### src/rtl/drawer_pkg.sv
// Shared definitions for the drawer subsystem: memory geometry, pixel width
// and the loader's state encoding.
package drawer_pkg;

    localparam int DRAWER_DEPTH  = 16;
    localparam int DRAWER_ADDR_W = 4;
    localparam int PIXEL_W       = 24;

    typedef enum logic [2:0] {
        ST_IDLE,
        ST_LOAD1,
        ST_LOAD2,
        ST_SETTLE,
        ST_COMPARE,
        ST_DRAW
    } loadState_t;

endpackage

### src/rtl/pixel_assembler.sv
// Packs a B,G,R byte stream into 24-bit pixels. pixelValid is a
// combinational strobe on the handshake that carries the third byte, so the
// caller can register the finished pixel on that same edge.
module pixel_assembler
    import drawer_pkg::*;
(
    input  logic               clk50,
    input  logic               rst_n,
    input  logic               clear,
    input  logic               byteAccept,
    input  logic [7:0]         byteData,
    output logic [PIXEL_W-1:0] pixel,
    output logic               pixelValid
);

    logic [1:0]  byteCnt;
    logic [15:0] lowBytes;

    assign pixelValid = byteAccept && (byteCnt == 2'd2);
    assign pixel      = {byteData, lowBytes};

    // Byte counter and storage for the first two bytes of the current pixel
    always_ff @(posedge clk50 or negedge rst_n) begin
        if (!rst_n) begin
            byteCnt  <= 2'd0;
            lowBytes <= 16'd0;
        end else if (clear) begin
            byteCnt <= 2'd0;
        end else if (byteAccept) begin
            byteCnt <= (byteCnt == 2'd2) ? 2'd0 : byteCnt + 2'd1;
            if (byteCnt == 2'd0) lowBytes[7:0]  <= byteData;
            if (byteCnt == 2'd1) lowBytes[15:8] <= byteData;
        end
    end

endmodule

### src/rtl/drawer_loader.sv
// Loads two images into drawer memories 1 and 2 from a byte stream, waits a
// settle period, sweeps memory 3 in compare mode, then enables VGA drawing.
module drawer_loader
    import drawer_pkg::*;
#(
    parameter int DEPTH    = DRAWER_DEPTH,
    parameter int ADDR_W   = DRAWER_ADDR_W,
    parameter int CMP_HOLD = 2,
    parameter int SETTLE   = 5
) (
    input  logic               clk50,
    input  logic               rst_n,
    input  logic               start,
    input  logic               byte_valid,
    input  logic [7:0]         byte_data,
    output logic               byte_ready,
    output logic [ADDR_W-1:0]  address,
    output logic               wren1,
    output logic               wren2,
    output logic               wren3,
    output logic [PIXEL_W-1:0] data1,
    output logic [PIXEL_W-1:0] data2,
    output logic               enable,
    output logic               busy
);

    localparam int HOLD_MAX = (SETTLE > CMP_HOLD) ? SETTLE : CMP_HOLD;
    localparam int CNT_W    = $clog2(HOLD_MAX + 1);
    localparam logic [ADDR_W-1:0] LAST_ADDR   = ADDR_W'(DEPTH - 1);
    localparam logic [CNT_W-1:0]  SETTLE_LAST = CNT_W'(SETTLE - 1);
    localparam logic [CNT_W-1:0]  HOLD_LAST   = CNT_W'(CMP_HOLD - 1);

    loadState_t         state, nextState;
    logic [ADDR_W-1:0]  pixIdx;
    logic [CNT_W-1:0]   waitCnt;
    logic               loadStart;
    logic               byteAccept;
    logic               pixelValid;
    logic [PIXEL_W-1:0] pixel;

    assign byteAccept = byte_valid && byte_ready;

    pixel_assembler uAsm (
        .clk50      (clk50),
        .rst_n      (rst_n),
        .clear      (loadStart),
        .byteAccept (byteAccept),
        .byteData   (byte_data),
        .pixel      (pixel),
        .pixelValid (pixelValid)
    );

    // State register
    always_ff @(posedge clk50 or negedge rst_n) begin
        if (!rst_n) state <= ST_IDLE;
        else        state <= nextState;
    end

    // Next-state decode and state-derived outputs. Phase changes key off the
    // registered write pulse so the last write is visible before leaving.
    always_comb begin
        nextState  = state;
        byte_ready = 1'b0;
        wren3      = 1'b0;
        enable     = 1'b0;
        busy       = 1'b1;
        loadStart  = 1'b0;
        case (state)
            ST_IDLE: begin
                busy = 1'b0;
                if (start) begin
                    nextState = ST_LOAD1;
                    loadStart = 1'b1;
                end
            end
            ST_LOAD1: begin
                byte_ready = 1'b1;
                if (wren1 && address == LAST_ADDR) nextState = ST_LOAD2;
            end
            ST_LOAD2: begin
                byte_ready = 1'b1;
                if (wren2 && address == LAST_ADDR) nextState = ST_SETTLE;
            end
            ST_SETTLE: begin
                if (waitCnt == SETTLE_LAST) nextState = ST_COMPARE;
            end
            ST_COMPARE: begin
                wren3 = 1'b1;
                if (waitCnt == HOLD_LAST && address == LAST_ADDR) nextState = ST_DRAW;
            end
            ST_DRAW: begin
                busy   = 1'b0;
                enable = 1'b1;
                if (start) begin
                    nextState = ST_LOAD1;
                    loadStart = 1'b1;
                end
            end
            default: nextState = ST_IDLE;
        endcase
    end

    // Write pulses, write data, shared address and phase counters
    always_ff @(posedge clk50 or negedge rst_n) begin
        if (!rst_n) begin
            address <= '0;
            data1   <= '0;
            data2   <= '0;
            wren1   <= 1'b0;
            wren2   <= 1'b0;
            pixIdx  <= '0;
            waitCnt <= '0;
        end else begin
            wren1 <= 1'b0;
            wren2 <= 1'b0;
            case (state)
                ST_IDLE, ST_DRAW: begin
                    if (loadStart) pixIdx <= '0;
                end
                ST_LOAD1, ST_LOAD2: begin
                    if (pixelValid) begin
                        address <= pixIdx;
                        pixIdx  <= pixIdx + ADDR_W'(1);
                        if (state == ST_LOAD1) begin
                            wren1 <= 1'b1;
                            data1 <= pixel;
                        end else begin
                            wren2 <= 1'b1;
                            data2 <= pixel;
                        end
                    end
                    if (state == ST_LOAD1 && nextState == ST_LOAD2) pixIdx <= '0;
                    if (nextState == ST_SETTLE) begin
                        address <= '0;
                        waitCnt <= '0;
                    end
                end
                ST_SETTLE: begin
                    waitCnt <= (nextState == ST_COMPARE) ? '0 : waitCnt + CNT_W'(1);
                end
                ST_COMPARE: begin
                    if (waitCnt == HOLD_LAST) begin
                        waitCnt <= '0;
                        if (address != LAST_ADDR) address <= address + ADDR_W'(1);
                    end else begin
                        waitCnt <= waitCnt + CNT_W'(1);
                    end
                end
                default: ;
            endcase
        end
    end

endmodule

### config.mk
export PLATFORM = sky130hd
export DESIGN_NAME = drawer_loader
export DESIGN_NICKNAME = d
export VERILOG_FILES = /design/src/rtl/drawer_pkg.sv /design/src/rtl/pixel_assembler.sv /design/src/rtl/drawer_loader.sv
export SDC_FILE = /design/constraint.sdc
export NUM_CORES = 1
export LEC_CHECK = 0
export ABC_AREA = 1
export BUFFER_PORTS_ARGS = -buffer_cell sky130_fd_sc_hd__buf_2
export CELL_PAD_IN_SITES_DETAIL_PLACEMENT = 0
export CELL_PAD_IN_SITES_GLOBAL_PLACEMENT = 1
export CORE_UTILIZATION = 37
export CTS_CLUSTER_SIZE = 10
export DETAILED_ROUTE_END_ITERATION = 10
export HOLD_SLACK_MARGIN = 0.05
export PLACE_DENSITY_LB_ADDON = 0.1
export SLEW_MARGIN = 5
export SYNTH_ARGS = -nofsm -noshare
export SYNTH_HDL_FRONTEND = slang
export SYNTH_SLANG_ARGS = --single-unit
### constraint.sdc
create_clock -name clk50 -period 1.55 [get_ports clk50]
set_input_delay 0.2325 -clock clk50 [delete_from_list [all_inputs] [get_ports clk50]]
set_output_delay 0.2325 -clock clk50 [all_outputs]
set_load 0.01 [all_outputs]
==> impl_results.md <==
- Max-cap viol count: 0
- CTS buffer count: 9
- Place WS: -0.0238 ns
- First-pass GRT wire length: 14200 um
- Worst setup path category: reg -> reg
- Register area share after synthesis: 57.0%
- CP startpoint: state[2]
- Core region area: 0.00933 mm^2
- Die width: 101 um
- Peak supply drop: 712 uV
- Syn Nets: 434
- Largest net degree at the start of global routing: 83
- FILL cells: 916
- Grt ovf: 0
- Antenna-violating nets left: 0
- DRT iter0 DRCs: 91
- Crit-path cells: buf_6, nor2_4, nand2_4, nand2_4, nand2_4, nor3_4, buf_6, clkbuf_16, nand2_1, o21ai_0
- CTS root buffer: clkbuf_8
- Synth Register Bits: 82
- Via count: 3016
- Max-slew violations: 0
- Avg Inst Size Synth: 8.63 um^2
- Distinct cell type count of the synthesized netlist: 27
- Reg2Reg Launch Point: state[2]
- Worst-path fanout max: 12
- Clk buf depth: 2
- Worst slew pin tran: 0.452 ns
- Syn. warnings: 0
- Violated checks: negative setup slack
- Max Clock Freq: 0.637 GHz
- CP Launch Type: flop
- Clock Latency Late Sink: 0.35 ns
- CP max stage delay: 0.42 ns
- Hold path start: byte_data[0]
- Outcome: finished with violations
- Syn Inst Count: 417
- R2R setup slack: -0.02 ns
- Hold Vio Cnt, Final: 0
- DP Wirelength: 5740 um
- Total Wirelength: 9420 um
- Die ar.: 0.0101 mm^2
- I/O pin cnt: 70
- Post-route setup slack: -0.0210 ns
- RSZ-0062 raised after global routing: true
- Hold WC Path Type: in -> reg
- Post-DR vias/cell: 4.57
- Final setup viols: 14
- Layout cell share with drive strength beyond 1: 31.5%
- Hold depth: 3
- Worst Clk Skew: 0.0105 ns
- Drc violations: 0
- Terminus of the critical flop-to-flop path: data1[6]
- Diodes inserted: 0
- Starting Density: 38.6%
- Critical path's top delay family: simple AND/OR/NAND/NOR gates
- # H-tree levels: 3
- Tightest hold margin: 0.0961 ns
- Most frequent CP cell: nand2_4
- WP buf/inv: 3
- Min-Delay Endpoint: data1[16]
- Clk pin slew, worst setup/hold paths: 0.09 ns
- Element type at the critical path end: flop
- Initial antenna violation count: 0
- Total Routing Usage GR: 18.2%
- WP data arrival: 1.84 ns
- Fin crit period: 1.57 ns
- P_leak: 2.61 nW
- Num rows: 35
- Slowest-stage cell, CP: dfrtp_1
- CP Data Required Time: 1.82 ns
- Detailed Routing Iterations Pass 1: 4
- Drt wl/cell: 14.3 um
- CTS tree: built
- Slew margin rel.: 69.9%
- Number of global-route vias before repair: 2813
- Synth Cell Area: 0.00360 mm^2
- Die height: 101 um
- R2R depth: 10
- RePlAce Congestion: 0.791
- Nets: 543
- I/O Buffers: 69
- Area Growth Syn to Fin: 33.8%
- CTS Sinks: 82
- Power per cell area: 1590 mW/mm^2
- Final period util: 101%
cells by family (layout without fill, tap and decap cells):
family | after synthesis | after routing | synth area share (%)
AO/OA/AOI/OAI | 63 | 63 | 8.87
XOR/XNOR | 3 | 3 | 0.730
adder cells (fa/ha/maj) | 5 | 5 | 1.74
buffers and inverters | 71 | 183 | 8.48
flip-flops | 82 | 82 | 57.0
AND/OR/NAND/NOR | 193 | 195 | 23.2
routing by layer:
metal	global-route usage (%)	routed length, um	vias up
li1	-	-	1514
met1	27.9	4870	1424
met2	26.3	4050	71
met3	3.26	414	7
met4	5.02	77	0
met5	0	0	-
sequential cells by signal, indices dropped and copies added (netlist names):
register,cells
address,4
data1,24
data2,24
pixIdx,4
state,3
uAsm.byteCnt,2
uAsm.lowBytes,16
waitCnt,3
wren1,1
wren2,1
metrics by stage:
step	utilization, %	power [mW]	TNS (ns)	instances	cell area, um^2
2_1_floorplan	-	4.73	0	417	3600
6_report	51.6	7.68	-0.143	660	4810
5_1_grt	51.6	8.24	-4.27	660	4810
3_3_place_gp	45.6	5.64	-0.155	630	4250
4_1_cts	48.6	7.27	-0.0875	650	4530
3_5_place_dp	45.6	5.67	-0.0699	630	4250
power breakdown:
| group | internal, mW | switching, mW | total (mW) |
|---|---|---|---|
| Combinational | 1.29 | 1.65 | 2.94 |
| Clock | 0.602 | 0.839 | 1.44 |
| Sequential | 2.77 | 0.522 | 3.30 |
| Total | 4.67 | 3.01 | 7.68 |
cell type report:
class                   count  area (um^2)  area share [%]
inverters                  59          226            4.70
clock buffers              10          128            2.65
multi-input cells         266         1390            28.9
repair buffers            108          801            16.6
well taps                 129          161            3.35
clock inverters             6         51.3            1.07
flip-flops and latches     82         2050            42.7
worst max path at each step:
stage	to	slack, ns	depth (start not counted)
floorplan	data1[15]	0.06	8
global placement	waitCnt[0]	-0.05	9
detailed placement	waitCnt[0]	-0.02	9
CTS	wren3	-0.04	5
global route	data1[6]	-0.13	10
finish	data1[6]	-0.02	10
layout by cell type, fill, tap and decap left out, drive strengths merged:
master	count
nand2	149
buf	103
dfrtp	82
inv	61
o21ai	59
nand3	24
nor2	18
clkbuf	14
ha	5
a21oi	3
clkinvlp	3
xor2	2
nand4	2
o221ai	1
nor3	1
xnor2	1
or2	1
clkinv	1
dlygate4sd3	1
worst register-to-register path: stages (launching register included):
cell and delay, ns:
dfrtp_1 0.42, buf_6 0.13, nor2_4 0.12, nand2_4 0.08
nand2_4 0.09, nand2_4 0.07, nor3_4 0.15, buf_6 0.16
clkbuf_16 0.16, nand2_1 0.05, o21ai_0 0.07
Yosys cell counts, drive strengths merged:
library cell / n / share of area [%]
nor3: 1 / 0.45
inv: 59 / 6.2
or2: 1 / 0.17
nand3: 22 / 3.9
nand4: 2 / 0.52
o21ai: 59 / 8.2
a21oi: 3 / 0.42
nor2: 18 / 2.1
o221ai: 1 / 0.24
xnor2: 1 / 0.24
clkbuf: 4 / 0.45
nand2: 149 / 16
dfrtp: 82 / 57
ha: 5 / 1.7
buf: 8 / 1.9
xor2: 2 / 0.49
what timing repair did:
item | in CTS | in global routing
cloned | 1 | 7
hold endpoints to repair | 82 | 0
buffers inserted | 4 | 3
pin swaps | 2 | 5
gates resized for setup | 14 | 48
hold buffers | 1 | 0
endpoints found under the setup margin | 13 | 73
Note: power is estimated with default switching activity, not from simulation.
